==> config.mk <==
export PLATFORM = sky130hd
export DESIGN_NAME = fm_sb_freeze_ctrl
export DESIGN_NICKNAME = d
export VERILOG_FILES = /design/src/rtl/fm_sb_pkg.sv /design/src/rtl/fm_sb_post_counter.sv /design/src/rtl/fm_sb_freeze_ctrl.sv
export SDC_FILE = /design/constraint.sdc
export NUM_CORES = 1
export LEC_CHECK = 0
export BUFFER_PORTS_ARGS = -buffer_cell sky130_fd_sc_hd__buf_2
export CAP_MARGIN = 30
export CORE_MARGIN = 2
export CORE_UTILIZATION = 25
export CTS_CLUSTER_SIZE = 40
export DETAILED_ROUTE_END_ITERATION = 8
export PLACE_DENSITY = 0.52
export REMOVE_ABC_BUFFERS = 1
export SLEW_MARGIN = 40
export SYNTH_ARGS = -nofsm -noshare
export SYNTH_HDL_FRONTEND = slang
export SYNTH_SLANG_ARGS = --single-unit
==> constraint.sdc <==
create_clock -name clk -period 6.5 [get_ports clk]
set_clock_uncertainty 0.1 [all_clocks]
set_input_delay 0.325 -clock clk [delete_from_list [all_inputs] [get_ports clk]]
set_output_delay 0.325 -clock clk [all_outputs]
set_load 0.01 [all_outputs]
==> src/rtl/fm_sb_pkg.sv <==
// Shared types and constants for the fast-monitoring spy-buffer freeze controller.
// Holds the sequencer state encoding, the playback-mode values and the bank size.
package fm_sb_pkg;

  localparam int sb_mapped_n   = 29;
  localparam int pb_mode_width = 2;
  localparam int SB_N_DEFAULT  = sb_mapped_n;

  localparam logic [pb_mode_width-1:0] SB_MODE_CAPTURE = 2'd0;
  localparam logic [pb_mode_width-1:0] SB_MODE_PB_ONCE = 2'd1;
  localparam logic [pb_mode_width-1:0] SB_MODE_PB_LOOP = 2'd2;
  localparam logic [pb_mode_width-1:0] SB_MODE_HALT    = 2'd3;

  typedef enum logic [2:0] {
    SB_IDLE     = 3'd0,
    SB_ARMED    = 3'd1,
    SB_POST     = 3'd2,
    SB_FROZEN   = 3'd3,
    SB_PLAYBACK = 3'd4
  } sb_fsm_t;

endpackage

==> src/rtl/fm_sb_post_counter.sv <==
// Loadable post-trigger down-counter; tc flags the last post-trigger write cycle.
// The counter holds at zero rather than wrapping if decremented past it.
module fm_sb_post_counter #(
  parameter int W = 16
) (
  input  logic         clk,
  input  logic         rst,
  input  logic         load,
  input  logic         dec,
  input  logic [W-1:0] load_val,
  output logic         tc
);

  logic [W-1:0] count;

  // NOTE: sequential state uses non-blocking assignments so every flop samples pre-edge values.
  always_ff @(posedge clk) begin
    if (rst) begin
      count <= '0;
    end else if (load) begin
      count <= load_val;
    end else if (dec && count != '0) begin
      count <= count - 1'b1;
    end
  end

  assign tc = (count == W'(1));

endmodule

==> src/rtl/fm_sb_freeze_ctrl.sv <==
// Global arm/freeze/playback sequencer driving the whole spy-buffer bank coherently.
// Outputs are registered from the next state so they move one cycle after their cause.
module fm_sb_freeze_ctrl
  import fm_sb_pkg::*;
#(
  parameter int SB_N      = SB_N_DEFAULT,
  parameter int PB_MODE_W = pb_mode_width,
  parameter int POST_W    = 16
) (
  input  logic                 clk,
  input  logic                 rst,
  input  logic [PB_MODE_W-1:0] mode_i,
  input  logic                 arm_i,
  input  logic                 trig_i,
  input  logic                 sw_trig_i,
  input  logic [POST_W-1:0]    post_cnt_i,
  input  logic [SB_N-1:0]      sb_mask_i,
  input  logic [SB_N-1:0]      pb_done_i,
  output logic [SB_N-1:0]      wr_en_o,
  output logic [SB_N-1:0]      freeze_o,
  output logic [SB_N-1:0]      pb_en_o,
  output logic                 pb_restart_o,
  output logic [2:0]           state_o,
  output logic [POST_W-1:0]    trig_cnt_o
);

  sb_fsm_t         state, nxt;
  logic [SB_N-1:0] done_vec, done_nxt, live_done;
  logic            trig, covered, restart_nxt, cnt_load, cnt_dec, cnt_tc, count_trig;

  fm_sb_post_counter #(.W(POST_W)) u_post_counter (
    .clk      (clk),
    .rst      (rst),
    .load     (cnt_load),
    .dec      (cnt_dec),
    .load_val (post_cnt_i),
    .tc       (cnt_tc)
  );

  // NOTE: every signal written here gets a default first, so no path can infer a latch.
  always_comb begin
    trig        = trig_i | sw_trig_i;
    // Done pulses coinciding with a pointer rewind belong to the previous pass.
    live_done   = pb_done_i & sb_mask_i & {SB_N{~pb_restart_o}};
    covered     = ((done_vec | live_done) & sb_mask_i) == sb_mask_i;
    done_nxt    = done_vec | live_done;
    nxt         = state;
    restart_nxt = 1'b0;
    cnt_load    = 1'b0;
    cnt_dec     = 1'b0;
    count_trig  = 1'b0;

    case (state)
      SB_IDLE, SB_FROZEN: begin
        if (arm_i) begin
          if (mode_i == SB_MODE_CAPTURE) begin
            nxt = SB_ARMED;
          end else if (mode_i == SB_MODE_PB_ONCE || mode_i == SB_MODE_PB_LOOP) begin
            nxt         = SB_PLAYBACK;
            restart_nxt = 1'b1;
          end
        end
      end
      SB_ARMED: begin
        if (trig) begin
          cnt_load   = 1'b1;
          count_trig = 1'b1;
          nxt        = (post_cnt_i == '0) ? SB_FROZEN : SB_POST;
        end
      end
      SB_POST: begin
        cnt_dec = 1'b1;
        if (cnt_tc) nxt = SB_FROZEN;
      end
      SB_PLAYBACK: begin
        if (covered) begin
          if (mode_i == SB_MODE_PB_LOOP) restart_nxt = 1'b1;
          else                           nxt = SB_FROZEN;
        end
      end
      default: nxt = SB_IDLE;
    endcase

    // Halt is an abort and wins over every other transition.
    if (mode_i == SB_MODE_HALT) begin
      nxt         = SB_IDLE;
      restart_nxt = 1'b0;
      cnt_load    = 1'b0;
      count_trig  = 1'b0;
    end

    if (nxt != SB_PLAYBACK || restart_nxt) done_nxt = '0;
  end

  always_ff @(posedge clk) begin
    if (rst) begin
      state        <= SB_IDLE;
      done_vec     <= '0;
      wr_en_o      <= '0;
      freeze_o     <= '0;
      pb_en_o      <= '0;
      pb_restart_o <= 1'b0;
      trig_cnt_o   <= '0;
    end else begin
      state        <= nxt;
      done_vec     <= done_nxt;
      pb_restart_o <= restart_nxt;
      wr_en_o      <= (nxt == SB_ARMED || nxt == SB_POST) ? sb_mask_i : '0;
      freeze_o     <= (nxt inside {SB_IDLE, SB_FROZEN, SB_PLAYBACK}) ? sb_mask_i : '0;
      pb_en_o      <= (nxt == SB_PLAYBACK) ? sb_mask_i : '0;
      if (count_trig && trig_cnt_o != {POST_W{1'b1}}) trig_cnt_o <= trig_cnt_o + 1'b1;
    end
  end

  assign state_o = state;

endmodule

* Word level (Yosys, flattened, before mapping) *
Index checks and enable logic that the tools add are counted.
Widths: inputs -> output; s select.

word-level totals
  register bits after elaboration = 152
  bits of input ports = 81
  output and inout bits = 107
  word-level logic and storage cells = 74

operators by class
  add/subtract/negate cells = 2
  equality and inequality tests = 15
  mux-type cells = 23
  bitwise logic cells = 9
  reductions and logical operators = 17

operators by type and width
  cell                   number
  $and 29x29->29         3
  $mux 16                2
  $eq 29x29->1           1
  $or 29x29->29          1
  $mux 3                 8
  $add 16x1->16 const B  1
  $eq 16x1->1 const B    1
  $logic_not 16->1       1
  $ne 16x16->1 const B   1
  $reduce_bool 16->1     1
  $sub 16x1->16 const B  1
  $eq 3x2->1 const B     4
  $pmux 3 s4             1
  $mux 1                 11
  $reduce_or 2->1        5
  $eq 3x1->1 const B     2
  $eq 3x3->1 const B     2
  $logic_not 3->1        2
  $eq 2x2->1 const B     2
  $not 1->1              4
  $logic_or 1x1->1       3
  $ne 3x3->1 const B     1
  $reduce_bool 3->1      1
  $eq 2x1->1 const B     1
  5 further kinds        6

* Depth between registers and ports, before layout *
Gate-level depths: netlist of run 1.

  word-level depth = 12
  depth in mapped cells = 10
  gate-level depth less buffers = 8

* Cells and area by module *
A second synthesis of run 1 with hierarchy kept.

unflattened totals
  cell total of the unflattened synthesis = 610
  area, all modules = 5828.1 µm²

modules (own cells, without submodules)
  module              times used  cells each  area each (µm²)  seq. area each (µm²)
  fm_sb_freeze_ctrl   1           490         4817.1           2722.6
  fm_sb_post_counter  1           120         1011.0           320.3

* Worst setup path before layout of run 1 *
Ideal clock, no wire load.

  path kind = input to register
  start = in mode_i[0]
  end = reg wr_en_o[10]
  library setup time = 0.059 ns
  arrival = 2.167 ns
  required time = 6.341 ns
  path slack = 4.174 ns
  stages = 9
  path buffers = 1
  path through = inv_1 > ha_1 > o2111a_1 > a211oi_1 > o41ai_2 > mux2_2 > nor2_4 > clkbuf_2 > and2_1

on the way
  word-level cells in the longest chain between the ends = 11
  elaborated cells on any way between the ends = 17
  those cells by class = eq/ne (5); mux (7); bitwise (1); reduce/logical (4)

ends and longest elaborated chain
  what                                             RTL line                                          text
  from (decl)                                      fm_sb_freeze_ctrl.sv:12                           input logic [PB_MODE_W-1:0] mode_i,
  $eq 2x1->1 / $eq 2x2->1 (equally long branches)  fm_sb_freeze_ctrl.sv:58, fm_sb_freeze_ctrl.sv:77
  $logic_or 1x1->1                                 fm_sb_freeze_ctrl.sv:58                           end else if (mode_i == SB_MODE_PB_ONCE || mode_i == SB_MODE_PB_LOOP) begin
  $mux 3                                           fm_sb_freeze_ctrl.sv:58
  $mux 3                                           fm_sb_freeze_ctrl.sv:56                           if (mode_i == SB_MODE_CAPTURE) begin
  $mux 3                                           fm_sb_freeze_ctrl.sv:55                           if (arm_i) begin
  $pmux 3 s4                                       fm_sb_freeze_ctrl.sv:53                           case (state)
  $mux 3 *                                         fm_sb_freeze_ctrl.sv:85                           if (mode_i == SB_MODE_HALT) begin
  $eq 3x1->1 / $eq 3x2->1 (equally long branches)  fm_sb_freeze_ctrl.sv:108                          wr_en_o <= (nxt == SB_ARMED || nxt == SB_POST) ? sb_mask_i : '0;
  $logic_or 1x1->1 *                               fm_sb_freeze_ctrl.sv:108
  $not 1->1 (no line) *                            n/a
  $reduce_or 2->1 (no line) *                      n/a
  to (signal assigned)                             fm_sb_freeze_ctrl.sv:108
  to (decl)                                        fm_sb_freeze_ctrl.sv:19                           output logic [SB_N-1:0] wr_en_o,

Mark *: on every way between the ends. The rest lies on a longest branch, timed or not.
A chain may end at the register's enable or synchronous reset.

* Final worst setup path of run 1 *
  start = reg state[0] (netlist: state_o[0])
  end = reg wr_en_o[14]

on the way
  word-level cells in the longest chain between the ends = 9
  elaborated cells on any way between the ends = 20
  those cells by class = eq/ne (6); mux (9); bitwise (1); reduce/logical (4)

ends and longest elaborated chain
  what                                             RTL line                  text
  from (decl)                                      fm_sb_freeze_ctrl.sv:27   sb_fsm_t state, nxt;
  from (signal assigned)                           fm_sb_freeze_ctrl.sv:105  state <= nxt;
  $mux 3                                           fm_sb_freeze_ctrl.sv:58
  $mux 3                                           fm_sb_freeze_ctrl.sv:56
  $mux 3                                           fm_sb_freeze_ctrl.sv:55
  $pmux 3 s4 *                                     fm_sb_freeze_ctrl.sv:53
  $mux 3 *                                         fm_sb_freeze_ctrl.sv:85
  $eq 3x1->1 / $eq 3x2->1 (equally long branches)  fm_sb_freeze_ctrl.sv:108
  $logic_or 1x1->1 *                               fm_sb_freeze_ctrl.sv:108
  $not 1->1 (no line) *                            n/a
  $reduce_or 2->1 (no line) *                      n/a

Marks and branches as above.

==> results of run 1 <==
## kinds of logic (layout without fill, tap and decap cells)
group           Yosys count  after routing
buf+inv                  55            254
flops                   152            152
xor+xnor                 17             17
fa+ha+maj                 6              6
simple gates            293            293
other cells               0              2
mux                       2              2
compound gates          109            109
## synthesized netlist by cell type (3+ instances only)
library cell                instances  area (um2)
sky130_fd_sc_hd__a2111oi_0          3        26.3
sky130_fd_sc_hd__a211oi_1           3        22.5
sky130_fd_sc_hd__a21oi_1           26         130
sky130_fd_sc_hd__a222oi_1           3        30.0
sky130_fd_sc_hd__a22oi_1            3        22.5
sky130_fd_sc_hd__a31oi_1           25         156
sky130_fd_sc_hd__a32oi_1            4        35.0
sky130_fd_sc_hd__and2_1            84         526
sky130_fd_sc_hd__and2b_1            3        22.5
sky130_fd_sc_hd__and3_1             4        25.0
sky130_fd_sc_hd__buf_2              3        15.0
sky130_fd_sc_hd__buf_6              5        56.3
sky130_fd_sc_hd__clkbuf_1          12        45.0
sky130_fd_sc_hd__clkbuf_2           3        15.0
sky130_fd_sc_hd__dfxtp_1          152        3040
sky130_fd_sc_hd__ha_1               6        75.1
sky130_fd_sc_hd__inv_1             28         105
sky130_fd_sc_hd__nand2_1           15        56.3
sky130_fd_sc_hd__nand2b_1           8        50.1
sky130_fd_sc_hd__nand3_1           13        65.1
sky130_fd_sc_hd__nand4_1           10        62.6
sky130_fd_sc_hd__nor2_1            37         139
sky130_fd_sc_hd__nor2b_1           47         294
sky130_fd_sc_hd__nor2b_4           10         138
sky130_fd_sc_hd__nor3_1            13        65.1
sky130_fd_sc_hd__nor3b_1           10        75.1
sky130_fd_sc_hd__nor4_1            10        62.6
sky130_fd_sc_hd__o21ai_0           17        85.1
sky130_fd_sc_hd__o311ai_0           4        35.0
sky130_fd_sc_hd__o32ai_1            4        35.0
sky130_fd_sc_hd__or3_1              3        18.8
sky130_fd_sc_hd__or4_1              7        52.6
sky130_fd_sc_hd__or4_4              3        33.8
sky130_fd_sc_hd__xnor2_1            6        52.6
sky130_fd_sc_hd__xor2_1            11        96.3
## final cells by class
cell class / count / area share [%]
Clock buffer: 21 / 5.84
Inverter: 29 / 1.35
Sequential cell: 152 / 37.8
Antenna cell: 2 / 0.0621
Tap cell: 324 / 5.03
Timing Repair Buffer: 193 / 12.3
Multi-Input combinational cell: 427 / 36.3
Clock inverter: 11 / 1.38
## per-layer routing
metal / GRT usage [%] / wire (um) / vias to the layer above
li1: - / - / 2575
met1: 17.1 / 8230 / 2332
met2: 22.4 / 8060 / 130
met3: 3.31 / 706 / 23
met4: 4.83 / 330 / 0
met5: 0 / 0 / -
## through the flow
step                      hold WS (ps)  util [%]  instances  setup WS (ps)
after global placement             362      30.6       1123           3400
final                             61.6      33.1       1159           3750
after CTS                         40.6      33.1       1157           3400
after detailed placement           374      30.7       1125           3390
after floorplan                    294         -        608           3550
after global routing              53.8      33.1       1158           3390
## registers in the layout, indices dropped and copies added (netlist names)
signal                count
done_vec                 29
freeze_o                 29
pb_en_o                  29
wr_en_o                  29
trig_cnt_o               16
u_post_counter.count     16
state_o                   3
pb_restart_o              1
## power groups by stage
stage	registers (W)	logic [W]	clock network [W]
global placement	0.000998	0.000225	0
detailed placement	0.000998	0.000227	0
CTS	0.000978	0.000228	0.00101
global route	0.000981	0.000249	0.00105
floorplan	0.00101	0.000108	0
finish	0.000978	0.000225	0.000979
## path summary, 6_finish.rpt
kind	end	cells past startpoint
worst max-delay path	wr_en_o[14]	6
worst min-delay path	freeze_o[12]	2
worst max register to register	wr_en_o[14]	6
worst min register to register	done_vec[14]	2
## layout by cell type, fill, tap and decap left out, drive strengths merged, types with 4 or more instances in the layout
cell type and instances:
a2111oi 6, a21oi 26, a31oi 25, a32oi 4, and2 84, and3 4, buf 193, clkbuf 21
clkinv 5, dfxtp 152, ha 6, inv 33, nand2 15, nand2b 10, nand3 13, nand4 10
nor2 40, nor2b 58, nor3 14, nor3b 11, nor4 12, o21ai 19, o311ai 4, o32ai 5
or4 10, xnor2 6, xor2 11
## worst max-delay path, delay by kind of cell, from the launching register on
| family | cells | cell delay (ps) |
|---|---|---|
| AO/OA/AOI/OAI | 3 | 890 |
| flip-flops | 1 | 580 |
| multiplexers | 1 | 360 |
| AND/OR/NAND/NOR | 2 | 760 |
==> results_tabular.tex, run 1 <==
\begin{tabular}{lr}
\hline
Metric & Value \\
\hline
\multicolumn{2}{l}{\textbf{Cells and area}} \\
\quad Final Net Count & 907 \\
\quad Area occupied by multi-input gates & between 2000 and 3000 um2 \\
\quad Total non-filler cell area in the finished layout & 8060 um2 \\
\quad Sequential Area & 3040 um2 \\
\quad Number of inserted filler cells in the final layout & 2583 \\
\quad Proportion of layout cells with a drive suffix above 1 & 31.7\% \\
\quad Growth of design area from synthesis to finish & 30.3\% \\
\multicolumn{2}{l}{\textbf{Drt}} \\
\quad Vias & 5060 \\
\quad Drt total wl & 17.3 mm \\
\quad Wirelength per Cell & 15.0 um \\
\quad DRT iter0 DRCs & 220 \\
\quad ANT nets after route & 0 \\
\quad DRC & 0 \\
\quad Post-detailed-route via-to-cell ratio & around 4.4 \\
\quad First-pass DRT Iterations & 4 \\
\multicolumn{2}{l}{\textbf{Synth}} \\
\quad Synthesized-area fraction occupied by adder cells & roughly 1.2\% \\
\quad Post-synthesis cell type count & 66 \\
\quad Area of the mapped netlist & 6180 um2 \\
\quad Basic-gate share of the synthesized area counting and, or, nand and nor cells & 30.2\% \\
\quad Sequential cell area fraction in the yosys report & approximately half \\
\quad Post-synthesis cell count & 634 \\
\quad Count of warnings emitted by yosys & 0 \\
\quad Count of state elements after synthesis & 152 \\
\quad Largest family of logic cells by synthesized area & simple AND/OR/NAND/NOR gates \\
\quad Average footprint of a synthesized cell & 9.76 um2 \\
\quad Mux cell area share after synthesis & 0.344\% \\
\quad Synth async-reset ratio & 0\% \\
\quad Dominant register cell in the synthesized netlist & sky130\_fd\_sc\_hd\_\_dfxtp\_1 \\
\quad Post-synthesis xor/xnor area fraction & 2.41\% \\
\quad Area fraction in compound gates after synthesis & approximately an eighth \\
\quad Number of enable flip-flop cells after synthesis & 0 \\
\multicolumn{2}{l}{\textbf{Placement}} \\
\quad Number of buffer cells added on primary ports & between 150 and 200 \\
\quad Instance area at placement & 7470 um2 \\
\quad Half-perimeter wire length after placement & about 13 mm \\
\quad Placer's final routability congestion estimate & 0.802 \\
\multicolumn{2}{l}{\textbf{Worst setup path}} \\
\quad Series of cell instances along the critical path & o21ai\_0 > a211oi\_1 > o41ai\_2 > mux2\_2 > nor2\_4 > and2\_1 \\
\quad Slowest cell on crit path & sky130\_fd\_sc\_hd\_\_dfxtp\_1 \\
\quad Highest cell delay on the worst timing path & 580 ps \\
\quad FF-to-FF Start & state\_o[0] \\
\quad Required time of the critical path & 6760 ps \\
\quad Crit start category & flop \\
\quad Critical path arrival & 3010 ps \\
\quad Nature of the critical path endpoint & flop \\
\quad Peak fanout along the critical path & 25 \\
\quad Worst setup path class & flop to flop \\
\quad Critical path origin & state\_o[0] \\
\quad Register-to-register setup slack & 3750 ps \\
\multicolumn{2}{l}{\textbf{Floorplan}} \\
\quad IO Count & 188 \\
\quad DIE AREA & $\sim$26000 um2 \\
\quad Core area & 24300 um2 \\
\quad Starting Density & 25.4\% \\
\quad Die width & 161 um \\
\quad Number of rows created at floorplan & 57 \\
\quad Die Y & 161 um \\
\multicolumn{2}{l}{\textbf{Clock tree}} \\
\quad Sink count of the clock tree & 152 \\
\quad Clock-pin slew of the registers on the worst-case setup and hold paths & 70 ps \\
\quad Hold\_buf cts & 0 \\
\quad Clock Latency Late Sink & 420 ps \\
\quad Number of buffers created by CTS & 17 \\
\quad Root Buffer Master & sky130\_fd\_sc\_hd\_\_clkbuf\_16 \\
\quad H-tree depth & 4 \\
\quad TritonCTS clock tree & built \\
\quad Number of buffers added for setup after CTS & 0 \\
\quad Post-CTS Resized & 0 \\
\quad Buffers from clock root to sink, at most & 2 \\
\multicolumn{2}{l}{\textbf{Timing}} \\
\quad Maximum clock frequency & between 300 and 400 MHz \\
\quad Worst-Margin Slew & 655 ps \\
\quad Hold Violations, Final & 0 \\
\quad Setup repair after global routing missed its margin & false \\
\quad Slew Viols, Final & 0 \\
\quad TNS Setup & 0 ps \\
\quad Worst-case headroom to the max-slew limit & between 50\% and 60\% \\
\quad Final worst path period need & around 2700 ps \\
\quad Final setup fails & 0 \\
\quad Part of the cycle the worst path needs & 42.3\% \\
\multicolumn{2}{l}{\textbf{Outcome}} \\
\quad Outcome & complete, no violations \\
\multicolumn{2}{l}{\textbf{Pwr}} \\
\quad Ratio of total power to cell area & 271 nW/um2 \\
\quad Overall power after layout & 0.00218 W \\
\quad Switching portion of total power & 25.5\% \\
\quad Worst IR drop on VDD & 0.146 mV \\
\quad Switching Power & 0.000557 W \\
\quad Leakage Power & 3.44 nW \\
\quad Part of the total power dissipated in combinational logic & 10.3\% \\
\quad Portion of total power attributed to sequential cells & 44.8\% \\
\quad Fraction of power consumed by the clock network & 44.9\% \\
\quad Internal Dissipation & 0.00162 W \\
\multicolumn{2}{l}{\textbf{GRT}} \\
\quad Antenna violations before repair & 1 \\
\quad First-pass GRT wire length & 27.3 mm \\
\quad Via count of the first global-routing pass & 5031 \\
\quad Global-route usage over all layers & 13.5\% \\
\quad GRT Residual Overflow & 0 \\
\quad Largest net degree at the start of global routing & 37 \\
\multicolumn{2}{l}{\textbf{Hold path}} \\
\quad Worst min-delay path class & input port to flop \\
\quad Min-Delay Startpoint & sb\_mask\_i[12] \\
\multicolumn{2}{l}{\textbf{Run}} \\
\quad Max-Cap Viols & 0 \\
\hline
\end{tabular}
No activity file was read; power rests on OpenSTA's default activity.
==> inputs of run 2 (changes only) <==
--- a/config.mk
+++ b/config.mk
@@ -5,13 +5,14 @@
 export SDC_FILE = /design/constraint.sdc
 export NUM_CORES = 1
 export LEC_CHECK = 0
+export ABC_AREA = 1
 export BUFFER_PORTS_ARGS = -buffer_cell sky130_fd_sc_hd__buf_2
 export CAP_MARGIN = 30
 export CORE_MARGIN = 2
 export CORE_UTILIZATION = 25
 export CTS_CLUSTER_SIZE = 40
 export DETAILED_ROUTE_END_ITERATION = 8
-export PLACE_DENSITY = 0.52
+export PLACE_DENSITY = 0.54
 export REMOVE_ABC_BUFFERS = 1
 export SLEW_MARGIN = 40
 export SYNTH_ARGS = -nofsm -noshare
==> constraint.sdc (replaced) <==
create_clock -name clk -period 2.42 [get_ports clk]
set_clock_uncertainty 0.1 [all_clocks]
set_input_delay 0.121 -clock clk [delete_from_list [all_inputs] [get_ports clk]]
set_output_delay 0.121 -clock clk [all_outputs]
set_load 0.01 [all_outputs]
==> run 2 against run 1 <==
- synthesized cell count is 16% higher
- utilization grew 5.4 points
- critical path type unchanged
- worst hold slack lost 29 ps
- non-clock buffer count rose by 110
==> results_tabular.tex, run 2 <==
\begin{tabular}{lr}
\hline
Metric & Value \\
\hline
\multicolumn{2}{l}{\textbf{Synth}} \\
\quad Synth async-reset ratio & 0\% (unchanged) \\
\quad Average footprint of a synthesized cell & 7.91 um2 (-19\%) \\
\quad Post-synthesis cell type count & 31 (-53\%) \\
\quad Count of warnings emitted by yosys & 0 (unchanged) \\
\quad Cell taking the most area after synthesis & sky130\_fd\_sc\_hd\_\_dfxtp\_1 \\
\quad Dominant register cell in the synthesized netlist & sky130\_fd\_sc\_hd\_\_dfxtp\_1 \\
\quad Area of the mapped netlist & 5820 um2 (-5.9\%) \\
\quad Count of state elements after synthesis & 152 (unchanged) \\
\quad Sequential cell area fraction in the yosys report & 52.3\% (+3.1 points) \\
\quad Post-synthesis cell count & 736 (+16\%) \\
\quad Library cell with the highest instance count after synthesis & sky130\_fd\_sc\_hd\_\_nor2\_1 \\
\quad Number of enable flip-flop cells after synthesis & 0 (unchanged) \\
\quad Most frequent cells after synthesis & 155 x sky130\_fd\_sc\_hd\_\_nor2\_1, 152 x sky130\_fd\_sc\_hd\_\_dfxtp\_1, 128 x sky130\_fd\_sc\_hd\_\_nand2\_1, 80 x sky130\_fd\_sc\_hd\_\_inv\_1, 39 x sky130\_fd\_sc\_hd\_\_a31oi\_1 \\
\quad Share of Yosys cell area claimed by the top area cell type & 52.3\% (+3.1 points) \\
\quad Synth area leaders & sky130\_fd\_sc\_hd\_\_dfxtp\_1 52\%, sky130\_fd\_sc\_hd\_\_nor2\_1 10\%, sky130\_fd\_sc\_hd\_\_nand2\_1 8.3\% \\
\multicolumn{2}{l}{\textbf{Worst setup path}} \\
\quad Series of cell instances along the critical path & inv\_2 > buf\_12 > nand2\_1 > nand3b\_1 > nand2\_1 > nor2\_1 > nand2\_1 > nor2\_2 > nand4\_2 > nand4\_1 > nand2\_1 > nand2\_1 > buf\_12 > nor2\_1 \\
\quad Highest cell delay on the worst timing path & 320 ps (-260 ps) \\
\quad Worst setup path class & flop to flop \\
\quad Slowest cell on crit path & sky130\_fd\_sc\_hd\_\_dfxtp\_1 \\
\quad Required time of the critical path & 2640 ps (-4120 ps) \\
\quad Nature of the critical path endpoint & flop \\
\quad Critical path arrival & 2470 ps (-540 ps) \\
\quad Crit start category & flop \\
\quad Crit path buffers/inverters & 3 (+3) \\
\quad Category of cells accounting for the largest share of critical-path delay & simple AND/OR/NAND/NOR gates \\
\quad Peak fanout along the critical path & 58 (+130\%) \\
\quad Most used cell, CP & sky130\_fd\_sc\_hd\_\_nand2\_1 \\
\multicolumn{2}{l}{\textbf{Placement}} \\
\quad Number of buffer cells added on primary ports & 187 (unchanged) \\
\quad Half-perimeter wire length after placement & 12.0 mm (-6.6\%) \\
\quad Instance area at placement & 7150 um2 (-4.3\%) \\
\quad Placer's final routability congestion estimate & 0.782 (-2.5\%) \\
\quad Worst Setup Slack post-DPL & 243 ps (-3140 ps) \\
\quad \# placed instances & 1224 (+8.8\%) \\
\multicolumn{2}{l}{\textbf{Pwr}} \\
\quad Internal Dissipation & 0.00456 W (+180\%) \\
\quad Fraction of power consumed by the clock network & 43.5\% (-1.4 points) \\
\quad Switching Power & 0.00167 W (+200\%) \\
\quad Ratio of total power to cell area & 711 nW/um2 (+160\%) \\
\quad Portion of total power attributed to sequential cells & 42.5\% (-2.3 points) \\
\quad Worst IR drop on VDD & 0.292 mV (+100\%) \\
\quad Switching portion of total power & 26.8\% (+1.2 points) \\
\quad Leakage Power & 4.09 nW (+19\%) \\
\quad Part of the total power dissipated in combinational logic & 13.9\% (+3.6 points) \\
\multicolumn{2}{l}{\textbf{Floorplan}} \\
\quad Die width & 157 um (-2.9\%) \\
\quad Die Y & 157 um (-2.9\%) \\
\quad Core area & 22800 um2 (-6.3\%) \\
\quad IO Count & 188 (unchanged) \\
\quad Number of rows created at floorplan & 55 (-3.5\%) \\
\quad DIE AREA & 24500 um2 (-5.8\%) \\
\quad Starting Density & 25.5\% (+0.12 points) \\
\multicolumn{2}{l}{\textbf{Hold path}} \\
\quad Worst min-delay path class & input port to flop \\
\multicolumn{2}{l}{\textbf{Clock tree}} \\
\quad TritonCTS clock tree & built \\
\quad Clock Latency Late Sink & 430 ps (about the same) \\
\quad Number of buffers created by CTS & 17 (unchanged) \\
\quad Root Buffer Master & sky130\_fd\_sc\_hd\_\_clkbuf\_16 \\
\quad H-tree depth & 4 (unchanged) \\
\quad Post-CTS Resized & 0 (unchanged) \\
\quad Hold\_buf cts & 102 (+102) \\
\quad Sink count of the clock tree & 152 (unchanged) \\
\quad Buffers from clock root to sink, at most & 2 (unchanged) \\
\quad Number of buffers added for setup after CTS & 0 (unchanged) \\
\quad Clock-pin slew of the registers on the worst-case setup and hold paths & 70 ps (about the same) \\
\multicolumn{2}{l}{\textbf{Cells and area}} \\
\quad Most common cell after layout, fill and taps aside & sky130\_fd\_sc\_hd\_\_buf\_2 \\
\quad Final Net Count & 1119 (+23\%) \\
\quad Most frequent cells in the layout & 187 x sky130\_fd\_sc\_hd\_\_buf\_2, 155 x sky130\_fd\_sc\_hd\_\_nor2\_1, 152 x sky130\_fd\_sc\_hd\_\_dfxtp\_1, 128 x sky130\_fd\_sc\_hd\_\_nand2\_1, 102 x sky130\_fd\_sc\_hd\_\_dlygate4sd3\_1 \\
\quad Growth of design area from synthesis to finish & 50.7\% \\
\quad Proportion of layout cells with a drive suffix above 1 & 23.9\% (-7.8 points) \\
\quad Final Instance Count excl. Fillers & 1359 (+17\%) \\
\quad Total non-filler cell area in the finished layout & 8770 um2 (+8.8\%) \\
\multicolumn{2}{l}{\textbf{Timing}} \\
\quad Worst-case headroom to the max-slew limit & 63.7\% (+7.8 points) \\
\quad Worst-Margin Slew & 544 ps (-111 ps) \\
\quad Final hold slack & 32.2 ps (-29.3 ps) \\
\quad Part of the cycle the worst path needs & 93.2\% (+51 points) \\
\quad Maximum clock frequency & 443 MHz (+22\%) \\
\quad Slew Viols, Final & 0 (unchanged) \\
\quad Worst path setup slack after routing & 164 ps (-3590 ps) \\
\quad Hold Violations, Final & 0 (unchanged) \\
\quad Final worst path period need & 2260 ps (-492 ps) \\
\quad Final setup fails & 0 (unchanged) \\
\quad Setup repair after global routing missed its margin & false \\
\multicolumn{2}{l}{\textbf{Drt}} \\
\quad DRC & 0 (unchanged) \\
\quad Drt total wl & 17.1 mm (-1.4\%) \\
\quad Wirelength per Cell & 12.6 um (-16\%) \\
\quad First-pass DRT Iterations & 5 (+1) \\
\quad DRT iter0 DRCs & 255 (+16\%) \\
\quad Post-detailed-route via-to-cell ratio & 4.19 (-3.9\%) \\
\quad ANT nets after route & 0 (unchanged) \\
\quad Vias & 5699 (+13\%) \\
\multicolumn{2}{l}{\textbf{GRT}} \\
\quad Via count of the first global-routing pass & 5311 (+5.6\%) \\
\quad First-pass GRT wire length & 26.4 mm (-3.1\%) \\
\quad Largest net degree at the start of global routing & 59 (+59\%) \\
\quad GRT Residual Overflow & 0 (unchanged) \\
\quad Antenna violations before repair & 2 (+1) \\
\quad Global-route usage over all layers & 13.9\% (+0.40 points) \\
\multicolumn{2}{l}{\textbf{Run}} \\
\quad Max-Cap Viols & 0 (unchanged) \\
\multicolumn{2}{l}{\textbf{Outcome}} \\
\quad Outcome & complete, no violations \\
\hline
\end{tabular}
## run 2: final cells by class
type                       instances  area (um2)
sequential                       152        3040
fill                            2328       14000
antenna                            1        2.50
multi-input combinational        475        2300
timing repair buffer             303        2120
clock inverter                    14         163
inverter                          83         312
tap                              313         392
clock buffer                      18         429
## run 2: path summary, 6_finish.rpt
path / start / to / slack (ps) / cells past startpoint
worst max-delay path: pb_restart_o / wr_en_o[25] / 160 / 14
worst max register to register: pb_restart_o / wr_en_o[25] / 160 / 14
worst min register to register: u_post_counter.count[7] / u_post_counter.count[7] / 390 / 2
worst min-delay path: post_cnt_i[7] / u_post_counter.count[7] / 30 / 3
## run 2: worst min-delay path, delay by kind of cell
kind / cells / cell delay [ps]
AO/OA/AOI/OAI: 2 / 270
buffers and inverters: 1 / 110
## run 2: logic make-up (layout without fill, tap and decap cells)
| logic type | Yosys count | in the layout | share of synthesized area (%) |
|---|---|---|---|
| buffers and inverters | 109 | 418 | 8.23 |
| AOI/OAI and AO/OA | 77 | 77 | 7.85 |
| other | 0 | 1 | 0 |
| xor gates and xnor gates | 13 | 13 | 1.96 |
| DFF | 152 | 152 | 52.3 |
| adders and majority gates | 6 | 6 | 1.29 |
| and+or+nand+nor | 379 | 379 | 28.4 |
## run 2: power groups by stage
stage                     logic (W)  registers, W  clock network (W)
final                      0.000869       0.00265            0.00271
after global routing       0.000969       0.00266            0.00290
after CTS                  0.000874       0.00265            0.00278
after detailed placement   0.000724       0.00271                  0
after global placement     0.000720       0.00271                  0
after floorplan            0.000355       0.00275                  0
## run 2: per-stage QoR
stage                     utilization (%)  power (W)  TNS, ps
after floorplan                         -    0.00310    -5460
after global placement               31.4    0.00343        0
after detailed placement             31.4    0.00343        0
after CTS                            38.5    0.00630        0
after global routing                 38.5    0.00653        0
final                                38.5    0.00623        0
## run 2: per-layer routing
metal	track usage [%]	vias to the layer above	routed length (um)
li1	-	2950	-
met4	4.24	2	195
met3	3.74	21	1070
met1	17.4	2546	7850
met5	0	-	8
met2	23.3	180	7970
==> inputs of run 3 (changes only) <==
--- a/config.mk
+++ b/config.mk
@@ -5,14 +5,13 @@
 export SDC_FILE = /design/constraint.sdc
 export NUM_CORES = 1
 export LEC_CHECK = 0
-export ABC_AREA = 1
 export BUFFER_PORTS_ARGS = -buffer_cell sky130_fd_sc_hd__buf_2
 export CAP_MARGIN = 30
 export CORE_MARGIN = 2
 export CORE_UTILIZATION = 25
 export CTS_CLUSTER_SIZE = 40
 export DETAILED_ROUTE_END_ITERATION = 8
-export PLACE_DENSITY = 0.54
+export PLACE_DENSITY = 0.53
 export REMOVE_ABC_BUFFERS = 1
 export SLEW_MARGIN = 40
 export SYNTH_ARGS = -nofsm -noshare
==> run 3 against run 2 <==
- combinational power decreased by 7.8%
- non-clock buffer count shrank 7
- global-route usage increased by 0.40 points
- cell count is 7.0% lower
- sequential power barely moved
- total power increased by 1.6%
- first-iteration DRC count down 20%
- fmax down 5.2%
- count of clock-buffer cells in the layout increased by 2
- utilization is 0.26 points lower
- clock power up 7%
- wire length up 9.9%
- largest cell class is now multi-input gates
==> results_tabular.tex, run 3 (synthesized netlist as in run 1, its figures left out) <==
\begin{tabular}{lr}
\hline
Metric & Value \\
\hline
\multicolumn{2}{l}{\textbf{Clock tree}} \\
\quad Buffers from clock root to sink, at most & 2 (unchanged) \\
\quad TritonCTS clock tree & built \\
\quad H-tree depth & 4 (unchanged) \\
\quad Clock-pin slew of the registers on the worst-case setup and hold paths & 70 ps (about the same) \\
\quad Root Buffer Master & sky130\_fd\_sc\_hd\_\_clkbuf\_16 \\
\quad Sink count of the clock tree & 152 (unchanged) \\
\quad Clock Latency Late Sink & 420 ps (about the same) \\
\quad Number of buffers created by CTS & 17 (unchanged) \\
\multicolumn{2}{l}{\textbf{Floorplan}} \\
\quad Number of rows created at floorplan & 57 (+3.6\%) \\
\quad Die width & 161 um (+3.0\%) \\
\quad DIE AREA & 26000 um2 (+6.1\%) \\
\quad Starting Density & 25.4\% (-0.12 points) \\
\quad Die Y & 161 um (+3.0\%) \\
\quad Core area & 24300 um2 (+6.8\%) \\
\quad IO Count & 188 (unchanged) \\
\multicolumn{2}{l}{\textbf{Cells and area}} \\
\quad Number of inserted filler cells in the final layout & 2430 (+4.4\%) \\
\quad Growth of design area from synthesis to finish & 50.3\% \\
\quad Final Net Count & 1011 (-9.7\%) \\
\quad Most common cell after layout, fill and taps aside & sky130\_fd\_sc\_hd\_\_buf\_2 \\
\quad Proportion of layout cells with a drive suffix above 1 & 34.3\% (+10 points) \\
\quad Finished Core Util & 38.2\% (-0.26 points) \\
\quad Most frequent cells in the layout & 186 x sky130\_fd\_sc\_hd\_\_buf\_2, 149 x sky130\_fd\_sc\_hd\_\_dfxtp\_1, 84 x sky130\_fd\_sc\_hd\_\_and2\_1, 68 x sky130\_fd\_sc\_hd\_\_dlygate4sd3\_1, 39 x sky130\_fd\_sc\_hd\_\_nor2b\_1 \\
\quad Total non-filler cell area in the finished layout & 9300 um2 (+6.0\%) \\
\multicolumn{2}{l}{\textbf{Timing}} \\
\quad Setup repair after global routing missed its margin & true \\
\quad Final setup fails & 0 (unchanged) \\
\quad Maximum clock frequency & 420 MHz (-5.2\%) \\
\quad Slew Viols, Final & 0 (unchanged) \\
\quad Worst-Margin Slew & 403 ps (-141 ps) \\
\quad Part of the cycle the worst path needs & 98.4\% (+5.1 points) \\
\quad Hold Violations, Final & 0 (unchanged) \\
\quad Worst-case headroom to the max-slew limit & 72.9\% (+9.2 points) \\
\quad Worst path setup slack after routing & 39.4 ps (-125 ps) \\
\quad Final worst path period need & 2380 ps (+125 ps) \\
\multicolumn{2}{l}{\textbf{Worst setup path}} \\
\quad Peak fanout along the critical path & 23 (-60\%) \\
\quad Crit start category & input port \\
\quad Nature of the critical path endpoint & flop \\
\quad Cell depth of the worst flop-to-flop path & 8 (-6) \\
\quad Register-to-register setup slack & 40 ps (-120 ps) \\
\quad FF-to-FF End & done\_vec[2] \\
\quad Critical path arrival & 2590 ps (+120 ps) \\
\quad Required time of the critical path & 2630 ps (about the same) \\
\quad Worst setup path class & input port to flop \\
\quad FF-to-FF Start & pb\_restart\_o \\
\multicolumn{2}{l}{\textbf{Placement}} \\
\quad Worst Setup Slack post-DPL & -85.4 ps (-329 ps) \\
\quad Instance area at placement & 7740 um2 (+8.3\%) \\
\quad Number of buffer cells added on primary ports & 187 (unchanged) \\
\quad Placer's final routability congestion estimate & 0.811 (+3.6\%) \\
\quad Half-perimeter wire length after placement & 13.3 mm (+12\%) \\
\multicolumn{2}{l}{\textbf{Drt}} \\
\quad First-pass DRT Iterations & 4 (-1) \\
\quad Drt total wl & 18.8 mm (+9.9\%) \\
\quad Post-detailed-route via-to-cell ratio & 4.43 (+5.6\%) \\
\quad ANT nets after route & 0 (unchanged) \\
\quad Wirelength per Cell & 14.9 um (+18\%) \\
\quad DRT iter0 DRCs & 204 (-20\%) \\
\quad Vias & 5595 (-1.8\%) \\
\quad DRC & 0 (unchanged) \\
\multicolumn{2}{l}{\textbf{Pwr}} \\
\quad Leakage Power & 3.97 nW (-3.0\%) \\
\quad Worst IR drop on VDD & 0.396 mV (+35\%) \\
\quad Ratio of total power to cell area & 681 nW/um2 (-4.2\%) \\
\quad Overall power after layout & 0.00633 W (+1.6\%) \\
\multicolumn{2}{l}{\textbf{GRT}} \\
\quad First-pass GRT wire length & 29.2 mm (+10\%) \\
\quad Antenna violations before repair & 2 (unchanged) \\
\quad Via count of the first global-routing pass & 5478 (+3.1\%) \\
\quad Largest net degree at the start of global routing & 35 (-41\%) \\
\quad Global-route usage over all layers & 14.3\% (+0.40 points) \\
\quad GRT Residual Overflow & 0 (unchanged) \\
\multicolumn{2}{l}{\textbf{Hold path}} \\
\quad Worst-case hold path end point & done\_vec[14] \\
\quad Min-Delay Startpoint & pb\_done\_i[14] \\
\quad Hold Crit Depth & 4 (+1) \\
\quad Worst min-delay path class & input port to flop \\
\multicolumn{2}{l}{\textbf{Outcome}} \\
\quad Outcome & complete, no violations \\
\multicolumn{2}{l}{\textbf{Run}} \\
\quad Max-Cap Viols & 0 (unchanged) \\
\hline
\end{tabular}
## run 3: cell count changes in the layout (fill, tap and decap cells not counted), sizes merged, moves of 12 or more
cell	delta
nand3b	-21
nor2b	+58
dlygate4sd3	-34
nand3	-12
a31oi	-14
nor2	-128
inv	-58
and2	+84
buf	+27
nand2	-113
## run 3: repair_timing
action                                 in CTS  in global routing
gates resized for setup                     2                 37
cloned                                      0                  1
setup buffers                               1                  4
pin swaps                                   2                 13
endpoints found under the hold margin     130                  0
setup endpoints to repair                  44                130
hold buffers                               68                  0
## run 3: critical path, cell delays in order
cell                            delay (ps)
sky130_fd_sc_hd__dlygate4sd3_1         530
sky130_fd_sc_hd__buf_2                 140
sky130_fd_sc_hd__nor4_2                360
sky130_fd_sc_hd__nand3_1               230
sky130_fd_sc_hd__o32ai_4               350
sky130_fd_sc_hd__mux2i_1               370
sky130_fd_sc_hd__a31oi_4               140
sky130_fd_sc_hd__buf_12                180
sky130_fd_sc_hd__and2_1                170
## run 3: power breakdown
| group | leakage, nW | total, W | internal, W | switching [W] |
|---|---|---|---|---|
| logic | 2.43 | 0.000801 | 0.000395 | 0.000406 |
| clock network | 0.305 | 0.00291 | 0.00180 | 0.00111 |
| registers | 1.24 | 0.00262 | 0.00259 | 0.0000372 |
## run 3: area by class of cell
cell class	instances	area, um2	area share [%]
Antenna cell	3	7.51	0.0808
Clock inverter	12	189	2.03
Inverter	29	109	1.17
Multi-Input combinational cell	428	3080	33.1
Timing Repair Buffer	296	2000	21.6
Sequential cell	152	3050	32.8
Clock buffer	20	457	4.91
Tap cell	324	405	4.36
## run 3: through the flow
| step | std cells | hold slack [ps] | TNS, ps |
|---|---|---|---|
| 2_1_floorplan | 608 | 90.1 | -20470 |
| 3_3_place_gp | 1154 | 284 | -5170 |
| 3_5_place_dp | 1156 | 285 | -3100 |
| 4_1_cts | 1257 | 7.54 | 0 |
| 5_1_grt | 1262 | 31.6 | -800 |
| 6_report | 1264 | 1.91 | 0 |
## run 3: how the worst max path moves through the flow
stage               cells after the start  slack [ps]     startpoint            to
floorplan                               6        -530   pb_restart_o    pb_en_o[0]
global placement                        7        -150   pb_restart_o  done_vec[19]
detailed placement                      9         -90   pb_restart_o   done_vec[8]
CTS                                    10          10   sb_mask_i[1]   done_vec[2]
global route                            9         -30  post_cnt_i[2]   wr_en_o[10]
finish                                  9          40  post_cnt_i[2]   freeze_o[8]
## run 3: metal layers
layer  part of all wire, %  GRT usage [%]
met3                   5.0           3.75
met4                   2.4           5.40
met1                    44           17.6
met2                    49           24.0
met5                     0              0
